File: src/rtl/ucie_rdi_state_hs_mc.sv
// Multi-channel RDI state-request / stall-handshake engine (physical-layer side).
// Each channel runs an independent FSM with stall timeout and a saturating LinkError counter.
module ucie_rdi_state_hs_mc #(
  parameter int NUM_CH        = 4,
  parameter int STALL_TIMEOUT = 1024,
  parameter int ERR_CNT_W     = 8
) (
  input  logic                          clk,
  input  logic                          reset,
  input  logic [4*NUM_CH-1:0]           lp_state_req,
  input  logic [NUM_CH-1:0]             lp_stallack,
  input  logic [NUM_CH-1:0]             phy_link_up,
  input  logic [NUM_CH-1:0]             phy_link_err,
  output logic [NUM_CH-1:0]             pl_stallreq,
  output logic [4*NUM_CH-1:0]           pl_state_sts,
  output logic [NUM_CH-1:0]             link_up,
  output logic [NUM_CH-1:0]             stall_busy,
  output logic [NUM_CH-1:0]             timeout_pulse,
  output logic [ERR_CNT_W*NUM_CH-1:0]   err_cnt
);

  localparam int TMR_W = $clog2(STALL_TIMEOUT + 1);
  localparam logic [TMR_W-1:0] TMR_LAST = TMR_W'(STALL_TIMEOUT - 1);

  localparam logic [3:0] ST_RESET     = 4'h0;
  localparam logic [3:0] ST_ACTIVE    = 4'h1;
  localparam logic [3:0] ST_L1        = 4'h4;
  localparam logic [3:0] ST_L2        = 4'h8;
  localparam logic [3:0] ST_LINKRESET = 4'h9;
  localparam logic [3:0] ST_LINKERROR = 4'hA;
  localparam logic [3:0] ST_RETRAIN   = 4'hB;

  typedef enum logic [2:0] {
    S_RESET, S_ACTIVE, S_STALL_REQ, S_STALL_REL, S_PARKED, S_ERROR
  } state_t;

  function automatic logic [ERR_CNT_W-1:0] sat_inc(input logic [ERR_CNT_W-1:0] v);
    return (&v) ? v : v + 1'b1;
  endfunction

  function automatic logic is_stall_tgt(input logic [3:0] r);
    return (r == ST_L1) || (r == ST_L2) || (r == ST_LINKRESET) || (r == ST_RETRAIN);
  endfunction

  // L1 and Retrain resume to ACTIVE; L2 and LinkReset fall back to RESET.
  function automatic logic resumes_active(input logic [3:0] t);
    return (t == ST_L1) || (t == ST_RETRAIN);
  endfunction

  for (genvar c = 0; c < NUM_CH; c++) begin : g_ch
    logic [3:0]           req_p0;
    logic                 ack_p0, up_p0, err_p0;
    state_t               state_p1, state_nxt;
    logic [3:0]           target_p1, target_nxt;
    logic [TMR_W-1:0]     timer_p1, timer_nxt;
    logic                 tmo;
    logic                 stallreq_d, busy_d, link_up_d, tmo_d;
    logic [3:0]           sts_d;
    logic [ERR_CNT_W-1:0] err_d;
    logic                 stallreq_p1, busy_p1, link_up_p1, tmo_p1;
    logic [3:0]           sts_p1;
    logic [ERR_CNT_W-1:0] err_p1;

    always_ff @(posedge clk or posedge reset) begin
      if (reset) begin
        req_p0      <= ST_RESET;
        ack_p0      <= 1'b0;
        up_p0       <= 1'b0;
        err_p0      <= 1'b0;
        state_p1    <= S_RESET;
        target_p1   <= ST_RESET;
        timer_p1    <= '0;
        stallreq_p1 <= 1'b0;
        busy_p1     <= 1'b0;
        link_up_p1  <= 1'b0;
        tmo_p1      <= 1'b0;
        sts_p1      <= ST_RESET;
        err_p1      <= '0;
      end else begin
        // p0: input capture
        req_p0      <= lp_state_req[4*c +: 4];
        ack_p0      <= lp_stallack[c];
        up_p0       <= phy_link_up[c];
        err_p0      <= phy_link_err[c];
        // p1: FSM state and registered outputs
        state_p1    <= state_nxt;
        target_p1   <= target_nxt;
        timer_p1    <= timer_nxt;
        stallreq_p1 <= stallreq_d;
        busy_p1     <= busy_d;
        link_up_p1  <= link_up_d;
        tmo_p1      <= tmo_d;
        sts_p1      <= sts_d;
        err_p1      <= err_d;
      end
    end

    always_comb begin
      state_nxt  = state_p1;
      target_nxt = target_p1;
      timer_nxt  = timer_p1;
      tmo        = 1'b0;
      if (err_p0 && (state_p1 != S_RESET) && (state_p1 != S_ERROR)) begin
        state_nxt = S_ERROR;
      end else begin
        case (state_p1)
          S_RESET: begin
            if ((req_p0 == ST_ACTIVE) && up_p0 && !err_p0) state_nxt = S_ACTIVE;
          end
          S_ACTIVE: begin
            if (is_stall_tgt(req_p0)) begin
              target_nxt = req_p0;
              timer_nxt  = '0;
              state_nxt  = S_STALL_REQ;
            end else if (!up_p0) begin
              target_nxt = ST_RETRAIN;
              timer_nxt  = '0;
              state_nxt  = S_STALL_REQ;
            end
          end
          S_STALL_REQ: begin
            if (ack_p0) begin
              timer_nxt = '0;
              state_nxt = S_STALL_REL;
            end else if (timer_p1 == TMR_LAST) begin
              tmo       = 1'b1;
              state_nxt = S_ERROR;
            end else begin
              timer_nxt = timer_p1 + 1'b1;
            end
          end
          S_STALL_REL: begin
            if (!ack_p0) begin
              state_nxt = S_PARKED;
            end else if (timer_p1 == TMR_LAST) begin
              tmo       = 1'b1;
              state_nxt = S_ERROR;
            end else begin
              timer_nxt = timer_p1 + 1'b1;
            end
          end
          S_PARKED: begin
            if (resumes_active(target_p1)) begin
              if ((req_p0 == ST_ACTIVE) && up_p0) state_nxt = S_ACTIVE;
            end else if (req_p0 == ST_RESET) begin
              state_nxt = S_RESET;
            end
          end
          S_ERROR: begin
            if ((req_p0 == ST_RESET) && !err_p0) state_nxt = S_RESET;
          end
          default: state_nxt = S_RESET;
        endcase
      end
    end

    always_comb begin
      stallreq_d = (state_nxt == S_STALL_REQ);
      busy_d     = (state_nxt == S_STALL_REQ) || (state_nxt == S_STALL_REL);
      case (state_nxt)
        S_ACTIVE, S_STALL_REQ, S_STALL_REL: sts_d = ST_ACTIVE;
        S_PARKED:                           sts_d = target_nxt;
        S_ERROR:                            sts_d = ST_LINKERROR;
        default:                            sts_d = ST_RESET;
      endcase
      link_up_d = (sts_d == ST_ACTIVE);
      tmo_d     = tmo;
      err_d     = ((state_nxt == S_ERROR) && (state_p1 != S_ERROR)) ? sat_inc(err_p1) : err_p1;
    end

    assign pl_stallreq[c]                     = stallreq_p1;
    assign stall_busy[c]                      = busy_p1;
    assign link_up[c]                         = link_up_p1;
    assign timeout_pulse[c]                   = tmo_p1;
    assign pl_state_sts[4*c +: 4]             = sts_p1;
    assign err_cnt[ERR_CNT_W*c +: ERR_CNT_W]  = err_p1;
  end

endmodule

File: config.mk
export PLATFORM = sky130hd
export DESIGN_NAME = ucie_rdi_state_hs_mc
export DESIGN_NICKNAME = d
export VERILOG_FILES = /design/src/rtl/ucie_rdi_state_hs_mc.sv
export SDC_FILE = /design/constraint.sdc
export NUM_CORES = 1
export LEC_CHECK = 0
export ABC_CLOCK_PERIOD_IN_PS = 7500
export BUFFER_PORTS_ARGS = -buffer_cell sky130_fd_sc_hd__buf_2
export CAP_MARGIN = 20
export CORE_MARGIN = 5
export CORE_UTILIZATION = 45
export DETAILED_ROUTE_END_ITERATION = 12
export GPL_TIMING_DRIVEN = 0
export HOLD_SLACK_MARGIN = 0.02
export PLACE_DENSITY = 0.64
export SKIP_CTS_REPAIR_TIMING = 1
export SLEW_MARGIN = 40
export SYNTH_ARGS = -nofsm -noshare
export SYNTH_HDL_FRONTEND = slang
export SYNTH_SLANG_ARGS = --single-unit
File: constraint.sdc
create_clock -name clk -period 7.5 [get_ports clk]
set_input_delay 1.5 -clock clk [delete_from_list [all_inputs] [get_ports clk]]
set_output_delay 1.5 -clock clk [all_outputs]
set_load 0.005 [all_outputs]
### Word level (Yosys, flattened, before mapping)

Cells that the tools add are included.

* flip-flop bits (word level): 164
* latch bits: 0
* memory bits (writable): 0
* memory bits (read-only): 0
* bits of input ports: 30
* output and inout port bits: 64
* memories: 0

* $add $sub $neg: 8
* $mul: 0
* divide/modulo/power cells: 0
* order comparisons: 0
* eq/ne operators: 88
* shifts and indexed selects: 0
* muxes and demuxes: 112
* bitwise gates (word level): 8
* reductions and logical operators: 80

Operators with widths (count)
* $mux 11: 20
* $mux 3: 44
* $pmux 11 s3: 4
* $pmux 3 s6: 4
* $eq 4x4->1 const B: 16
* $mux 4: 16
* $eq 3x2->1 const B: 16
* $eq 3x3->1 const B: 16
* $pmux 4 s3: 4
* $add 11x1->11 const B: 4
* $eq 11x10->1 const B: 4
* $add 8x1->8 const B: 4
* $eq 4x1->1 const B: 8
* $eq 4x3->1 const B: 8
* $reduce_and 8->1: 4
* $eq 3x1->1 const B: 8
* $logic_and 1x1->1: 24
* $ne 3x3->1 const B: 8
* $reduce_bool 3->1: 8
* $logic_or 1x1->1: 20
* $logic_not 4->1: 4
* $mux 1: 16
* $reduce_and 4->1: 4
* $logic_not 3->1: 4
* 6 further kinds: 28

### Longest topological paths before layout

Gate-level depths: netlist of run 1.

* word-level depth: 11
* depth in mapped cells: 10

### Least setup slack after synthesis of run 1

OpenSTA, ideal clock, no wires.

* kind: register to register
* start: register g_ch[3].req_p0[1]
* end: register g_ch[3].err_p1[1]
* arrival time: 2.188 ns
* path slack: 5.184 ns
* cell stages (with the launch flop): 9
* period minus slack after synthesis: 2.316 ns
* cell sequence: dfrtp_1 buf_2 or4b_1 o211a_1 a32oi_1 and3_4 or3_1 buf_2 mux2_1

* word-level cells in the longest chain between the ends: 10
* elaborated cells between the ends (all ways): 23

Ends and longest elaborated chain
* start, declared: line 51 `logic [3:0] req_p0;`
* start signal, assigned: line 81 `req_p0 <= lp_state_req[4*c +: 4];`
* $eq 4x3->1 / $eq 4x4->1 (equally long branches): line 42 `return (r == ST_L1) || (r == ST_L2) || (r == ST_LINKRESET) || (r == ST_RETRAIN);`
* $logic_or 1x1->1 (3 in a row): line 42
* $mux 3: line 111 `if (is_stall_tgt(req_p0)) begin`
* $pmux 3 s6 (*): line 106 `case (state_p1)`
* $mux 3 (*): line 103 `if (err_p0 && (state_p1 != S_RESET) && (state_p1 != S_ERROR)) begin`
* $eq 3x3->1 (*): line 168 `err_d = ((state_nxt == S_ERROR) && (state_p1 != S_ERROR)) ? sat_inc(err_p1) : err_p1;`
* $logic_and 1x1->1 (*): line 168
* $reduce_and 2->1 (no source line) (*)
* end signal, assigned: line 94 `err_p1 <= err_d;`
* end, declared: line 62 `logic [ERR_CNT_W-1:0] err_p1;`

Mark *: on every way between the ends. The rest lies on a longest branch, timed or not.
A chain may end at the register's enable or synchronous reset.

### Worst setup path after layout of run 1

Ends and elaborated chain as after synthesis.

==> out/summary.txt, run 1 <==
status = finished, final reports clean
GP Congestion = 0.837
Die Wd = 143 µm
CP Capture Type = flip-flop
Filler cells = 1594
Final min period = 2.64 ns
number of antenna violations at the first check in global routing = 0
antenna viol nets, final = 0
top-area cell type share of the netlist area = 0.514
clock slew at reported path FFs = 0.07 ns
Max Clock Skew = 0.0102 ns
Hold/Removal Path Class = reg2reg
commonest non-fill, non-tap cell in the layout = dfrtp_1
number of synthesized flops with an enable pin = 0
sequential area share after synthesis = 0.514
fin nets = 954
setup tns final = 0 ns
Clock Tree Root = clkbuf_16
CP arrival = 2.94 ns
largest net degree at the start of global routing = 72
clk sinks = 164
Clock Path Buffers = 2
final hold vios = 0
final setup fails = 0
CP max-delay cell = or4b_1
most frequent cells in the layout = dfrtp_1, buf_2, nor2_1
cell count after synthesis = 802
placed insts = 1122
Max Cap Viol = 0
DRT iter0 DRCs = 312
number of antenna diodes = 0
worst-path maximum fanout = 9
Max-slew headroom = 0.594
Via Count = 6140
drt drc = 0
Worst Path Class, Setup = reg2reg
Least-Margin Pin Slew = 0.606 ns
count of different cell masters after synthesis = 82
Finished Cell Area = 9380 µm²
YS warnings = 0
Die Height = 143 µm
critical path cell sequence = buf_2, or4b_1, o211a_1, a32oi_1, and3_4, or3_1, buf_2, mux2_1
peak supply drop = 178 µV
first-pass GRT wire length = 28300 µm
Area Growth Syn to Fin = 17.4%
clk_lat worst skew = 0.43 ns
Worst setup SP type = flip-flop
mapped cell area = 7990 µm²
post-route insts no fill = 1154
# port buffers = 93
Synth Flop Type = dfrtp_1
Core ar. = 17400 µm²
reg2reg path depth = 8
vias per cell = 5.32
leakage dissipation = 4.35 nW
final core occ = 0.540
FFs w/ async S/R, synth = 1.00
#FFs+latches synth = 164
vias in the first global route = 6000
Crit path depth = 8
hold slack = 0.485 ns
PD cells = 331 nW/µm²
GRT Residual Overflow = 0
drt pass-1 iters = 5
dpl cell area = 8790 µm²
fin crit share = 0.351
worst hold stages = 1
dpl hpwl = 11200 µm
TritonCTS clock tree = done
syn_area_per_cell = 9.96 µm²
crit path buf inv count = 2
RSZ-0062 raised after global routing = false
DIE AREA = 20500 µm²
Max Fclk = 379 MHz
# rows = 48
CTS Buf Count = 17
wire length per cell = 13.7 µm
total wire length = 15800 µm
Initial Util = 0.460
Synth area leader = dfrtp_1
CP most frequent cell = buf_2
Slew Viols, Final = 0
crit-path max cell delay = 0.54 ns
CP top delay family = simple AND/OR/NAND/NOR gates
I/O pin count = 94
Synth Net Count = 840
Total GRT Usage = 0.165
Req. time, crit path = 7.81 ns
H-tree levels = 4
share of layout cells above drive strength 1 = 0.185
top cells by area, synth = dfrtp_1, nor2_1, xnor2_1
==> path summary, 6_finish.rpt <==
path                                                  start                          endpoint  slack (ns)
min in group asynchronous                             reset           g_ch[1].up_p0$_DFF_PP0_        1.01
setup / recovery                g_ch[3].req_p0[1]$_DFF_PP0_     g_ch[3].err_p1[1]$_DFFE_PP0P_        4.86
setup reg to reg                g_ch[3].req_p0[1]$_DFF_PP0_     g_ch[3].err_p1[1]$_DFFE_PP0P_        4.86
hold reg to reg            g_ch[1].timer_p1[10]$_DFFE_PP0P_  g_ch[1].timer_p1[10]$_DFFE_PP0P_        0.49
max in group asynchronous                             reset       g_ch[0].req_p0[3]$_DFF_PP0_        5.56
hold / removal             g_ch[1].timer_p1[10]$_DFFE_PP0P_  g_ch[1].timer_p1[10]$_DFFE_PP0P_        0.49
==> flip-flops by register name, summed over array words and instances, names as in the netlist <==
name,cells
g_ch.up_p0,4
g_ch.target_p1,16
g_ch.tmo_p1,4
g_ch.stallreq_p1,4
g_ch.err_p1,32
g_ch.err_p0,4
g_ch.busy_p1,4
g_ch.state_p1,12
g_ch.link_up_p1,4
g_ch.sts_p1,16
g_ch.req_p0,16
g_ch.timer_p1,44
g_ch.ack_p0,4
==> report_power, final <==
part           switching (mW)  internal, mW  total (mW)
Sequential              0.175          1.08        1.25
Clock                   0.377         0.476       0.853
Combinational           0.550         0.440       0.991
==> stage by stage <==
stage / total power [mW] / setup slack, ns
after CTS: 3.13 / 4.91
after floorplan: 1.96 / 1.57
after global placement: 2.25 / -0.306
after detailed placement: 2.26 / 4.93
after global routing: 3.34 / 4.69
final: 3.10 / 4.86
==> area by class of cell <==
| type | instances | area (µm²) | share of cell area |
|---|---|---|---|
| sequential | 164 | 4100 | 0.438 |
| buffer | 35 | 221 | 0.0236 |
| clock buffer | 18 | 439 | 0.0468 |
| tap | 225 | 282 | 0.0300 |
| inverter | 38 | 150 | 0.0160 |
| multi-input combinational | 565 | 3520 | 0.375 |
| timing repair buffer | 95 | 520 | 0.0555 |
| clock inverter | 14 | 141 | 0.0151 |
==> synth_stat cells (10+ instances only) <==
library cell / instances
xor2_1: 26
buf_4: 16
and3_1: 20
inv_1: 38
nor2_1: 94
nor3_1: 20
or3_1: 10
xnor2_1: 29
nand2_1: 62
o21ai_0: 33
a31oi_1: 11
clkbuf_1: 10
dfrtp_1: 164
a21oi_1: 31
nand4_1: 21
nor2b_1: 15
nand2b_1: 11
nand3_1: 35
==> per-layer routing <==
metal / share of wire / GRT usage / vias up / wire length (µm)
li1: - / - / 3065 / -
met1: 0.49 / 0.236 / 2924 / 7720
met2: 0.45 / 0.256 / 134 / 7180
met3: 0.045 / 0.0315 / 17 / 706
met4: 0.013 / 0.0530 / 0 / 199
met5: 0 / 0 / - / 0
==> cells by family (layout without fill, tap and decap cells) <==
logic type	Yosys count	in the layout	synth area share
AO/OA/AOI/OAI	144	144	0.125
flip-flops	164	164	0.514
multiplexers	6	6	0.00799
AND/OR/NAND/NOR	348	348	0.230
adder cells (fa/ha/maj)	12	12	0.0176
buffers and inverters	73	200	0.0456
XOR/XNOR	55	55	0.0603
(Power assumes the default switching activity.)
==> run 2: changes to the inputs <==
- ABC_AREA: not set -> 1
- ABC_CLOCK_PERIOD_IN_PS: 7500 -> 2500
- clock period: 7.5 -> 2.5 ns (I/O delays scaled with it)
==> run 2 against run 1 <==
  * Clock skew is 0.0017 ns higher
  * Total power rose to 3.5 times the previous value
  * First-iteration DRC count is 6.1% higher
  * Worst setup slack got worse by 4.4 ns
  * Combinational power rose to 4.5 times the previous value
  * Final area increased by 6.2%
  * Sequential power increased to 3.1 times the previous value
  * Synthesized area up 6.1%
  * Clock-buffer cell count grew 2
  * Register-to-register slack worse by 4.4 ns
  * Routed wire length grew 6.7%
  * Critical endpoint is now g_ch[2].err_p1[6]$_DFFE_PP0P_
  * Highest routed layer unchanged
==> out/summary.txt, run 2 <==
number of antenna violations at the first check in global routing = 0
clk_lat worst skew = 0.43 ns
commonest non-fill, non-tap cell in the layout = nand2_1
count leader, synth = nand2_1
antenna viol nets, final = 0
fin nets = 1171
Max-slew headroom = 0.482
Via Count = 6706
CTS Buf Count = 17
FFs w/ async S/R, synth = 1.00
top cells by area, synth = dfrtp_1, nand2_1, inv_1
Final min period = 2.04 ns
H-tree levels = 4
Worst setup SP type = flip-flop
CP Capture Type = flip-flop
first-pass GRT wire length = 29200 µm
drt drc = 0
number of antenna diodes = 0
largest registers = g_ch.timer_p1: 44 flops, g_ch.err_p1: 32 flops
#FFs+latches synth = 164
dpl hpwl = 12800 µm
Synth Flop Type = dfrtp_1
drt pass-1 iters = 7
DIE AREA = 21700 µm²
Core ar. = 18600 µm²
Post-synth top cells = nand2_1, dfrtp_1, inv_1, nor2_1, nand3_1
Worst Path Class, Setup = reg2reg
Total GRT Usage = 0.163
Max Cap Viol = 0
count of different cell masters after synthesis = 49
I/O pin count = 94
Clock Path Buffers = 2
total wire length = 16900 µm
fin crit share = 0.815
worst-path maximum fanout = 10
max reg flops = 44
syn_area_per_cell = 8.36 µm²
status = finished, final reports clean
Initial Util = 0.455
# port buffers = 93
GRT Residual Overflow = 0
Synth Net Count = 1052
Max Fclk = 491 MHz
Synth area leader = dfrtp_1
vias per cell = 4.86
clk sinks = 164
placed insts = 1348
vias in the first global route = 6296
Least-Margin Pin Slew = 0.774 ns
YS warnings = 0
Die Wd = 147 µm
Clock Tree Root = clkbuf_16
largest net degree at the start of global routing = 27
number of synthesized flops with an enable pin = 0
Hold/Removal Path Class = in2async
dpl cell area = 9400 µm²
Req. time, crit path = 2.81 ns
# rows = 50
final hold vios = 0
final setup fails = 0
Finished Cell Area = 9960 µm²
sequential area share after synthesis = 0.484
top-area cell type share of the netlist area = 0.484
GP Congestion = 0.853
TritonCTS clock tree = done
post-route insts no fill = 1380
Die Height = 147 µm
wire length per cell = 12.2 µm
Slew Viols, Final = 0
DRT iter0 DRCs = 331
share of layout cells above drive strength 1 = 0.223
Area Growth Syn to Fin = 17.5%
leakage dissipation = 5.03 nW
Max Clock Skew = 0.0119 ns
mapped cell area = 8480 µm²
Pwr Total = 10.8 mW
Filler cells = 1716
cell count after synthesis = 1014
PD cells = 1080 nW/µm²
most frequent cells in the layout = nand2_1, dfrtp_1, inv_1
clock slew at reported path FFs = 0.07 ns
Biggest register = g_ch.timer_p1
RSZ-0062 raised after global routing = false
peak supply drop = 532 µV
CP arrival = 2.35 ns
==> run 2: changes by cell type after synthesis, sizes merged, moves of 11 or more <==
| cell | change |
|---|---|
| and3 | -21 |
| nor2 | +37 |
| nor2b | -15 |
| nand2 | +177 |
| o21ai | +21 |
| nor3 | +17 |
| nand3 | +41 |
| xnor2 | -18 |
| inv | +115 |
| nand2b | -11 |
==> run 2: final timing paths <==
kind / from / to / slack (ns) / cells after the start
max in group asynchronous: reset / g_ch[3].target_p1[2]$_DFF_PP0_ / 1.41 / 6
setup reg to reg: g_ch[2].timer_p1[0]$_DFFE_PP0P_ / g_ch[2].err_p1[6]$_DFFE_PP0P_ / 0.46 / 14
min in group clk: lp_state_req[5] / g_ch[1].req_p0[1]$_DFF_PP0_ / 0.17 / 1
setup / recovery: g_ch[2].timer_p1[0]$_DFFE_PP0P_ / g_ch[2].err_p1[6]$_DFFE_PP0P_ / 0.46 / 14
hold reg to reg: g_ch[2].timer_p1[6]$_DFFE_PP0P_ / g_ch[2].timer_p1[6]$_DFFE_PP0P_ / 0.50 / 1
hold / removal: reset / g_ch[1].req_p0[2]$_DFF_PP0_ / 0.07 / 2
==> run 2: cells by family after synthesis <==
family | after synthesis | share of synthesized area
flip-flops | 164 | 0.484
buffers and inverters | 173 | 0.0871
AND/OR/NAND/NOR | 528 | 0.310
XOR/XNOR | 31 | 0.0320
adder cells (fa/ha/maj) | 8 | 0.0118
AO/OA/AOI/OAI | 110 | 0.0748
==> run 2: cell type report <==
cell class | count | area, µm² | area share
buffer | 19 | 154 | 0.0155
clock buffer | 20 | 467 | 0.0469
clock inverter | 12 | 93.8 | 0.00942
inverter | 154 | 588 | 0.0590
multi-input combinational | 677 | 3630 | 0.365
sequential | 164 | 4100 | 0.412
tap | 234 | 293 | 0.0294
timing repair buffer | 100 | 628 | 0.0631
==> run 2: report_power, final <==
group / switching, mW / total (mW) / internal [mW]
sequential: 0.524 / 3.84 / 3.32
combinational: 2.87 / 4.48 / 1.61
clock: 1.11 / 2.48 / 1.37
total: 4.50 / 10.8 / 6.29
==> run 2: metal layers <==
metal  global-route usage  share of wire  vias up
met3               0.0370          0.036       12
met2                0.258           0.47      108
met5                    0              0        -
met4               0.0503         0.0095        0
li1                     -              -     3476
met1                0.223           0.48     3110
==> run 2: critical path: stages (launching register included) <==
cell     delay, ns
dfrtp_1       0.38
ha_1          0.20
inv_1         0.05
nor2_1        0.24
nand3_1       0.22
nor2_1        0.13
nor2_1        0.06
nand3_2       0.11
nor2_4        0.06
inv_4         0.06
nand2_4       0.07
inv_4         0.10
nand2_4       0.09
nand2_1       0.09
o21ai_1       0.06
==> run 2: per-stage QoR <==
stage | TNS, ns | hold WS [ns] | util | worst slack [ns]
after floorplan | -13.91 | 0.455 | - | -0.0848
after global placement | -190.81 | 0.485 | 0.496 | -1.18
after detailed placement | 0 | 0.490 | 0.504 | 0.483
after CTS | 0 | 0.0694 | 0.534 | 0.472
after global routing | 0 | 0.0967 | 0.534 | 0.246
final | 0 | 0.0680 | 0.534 | 0.464
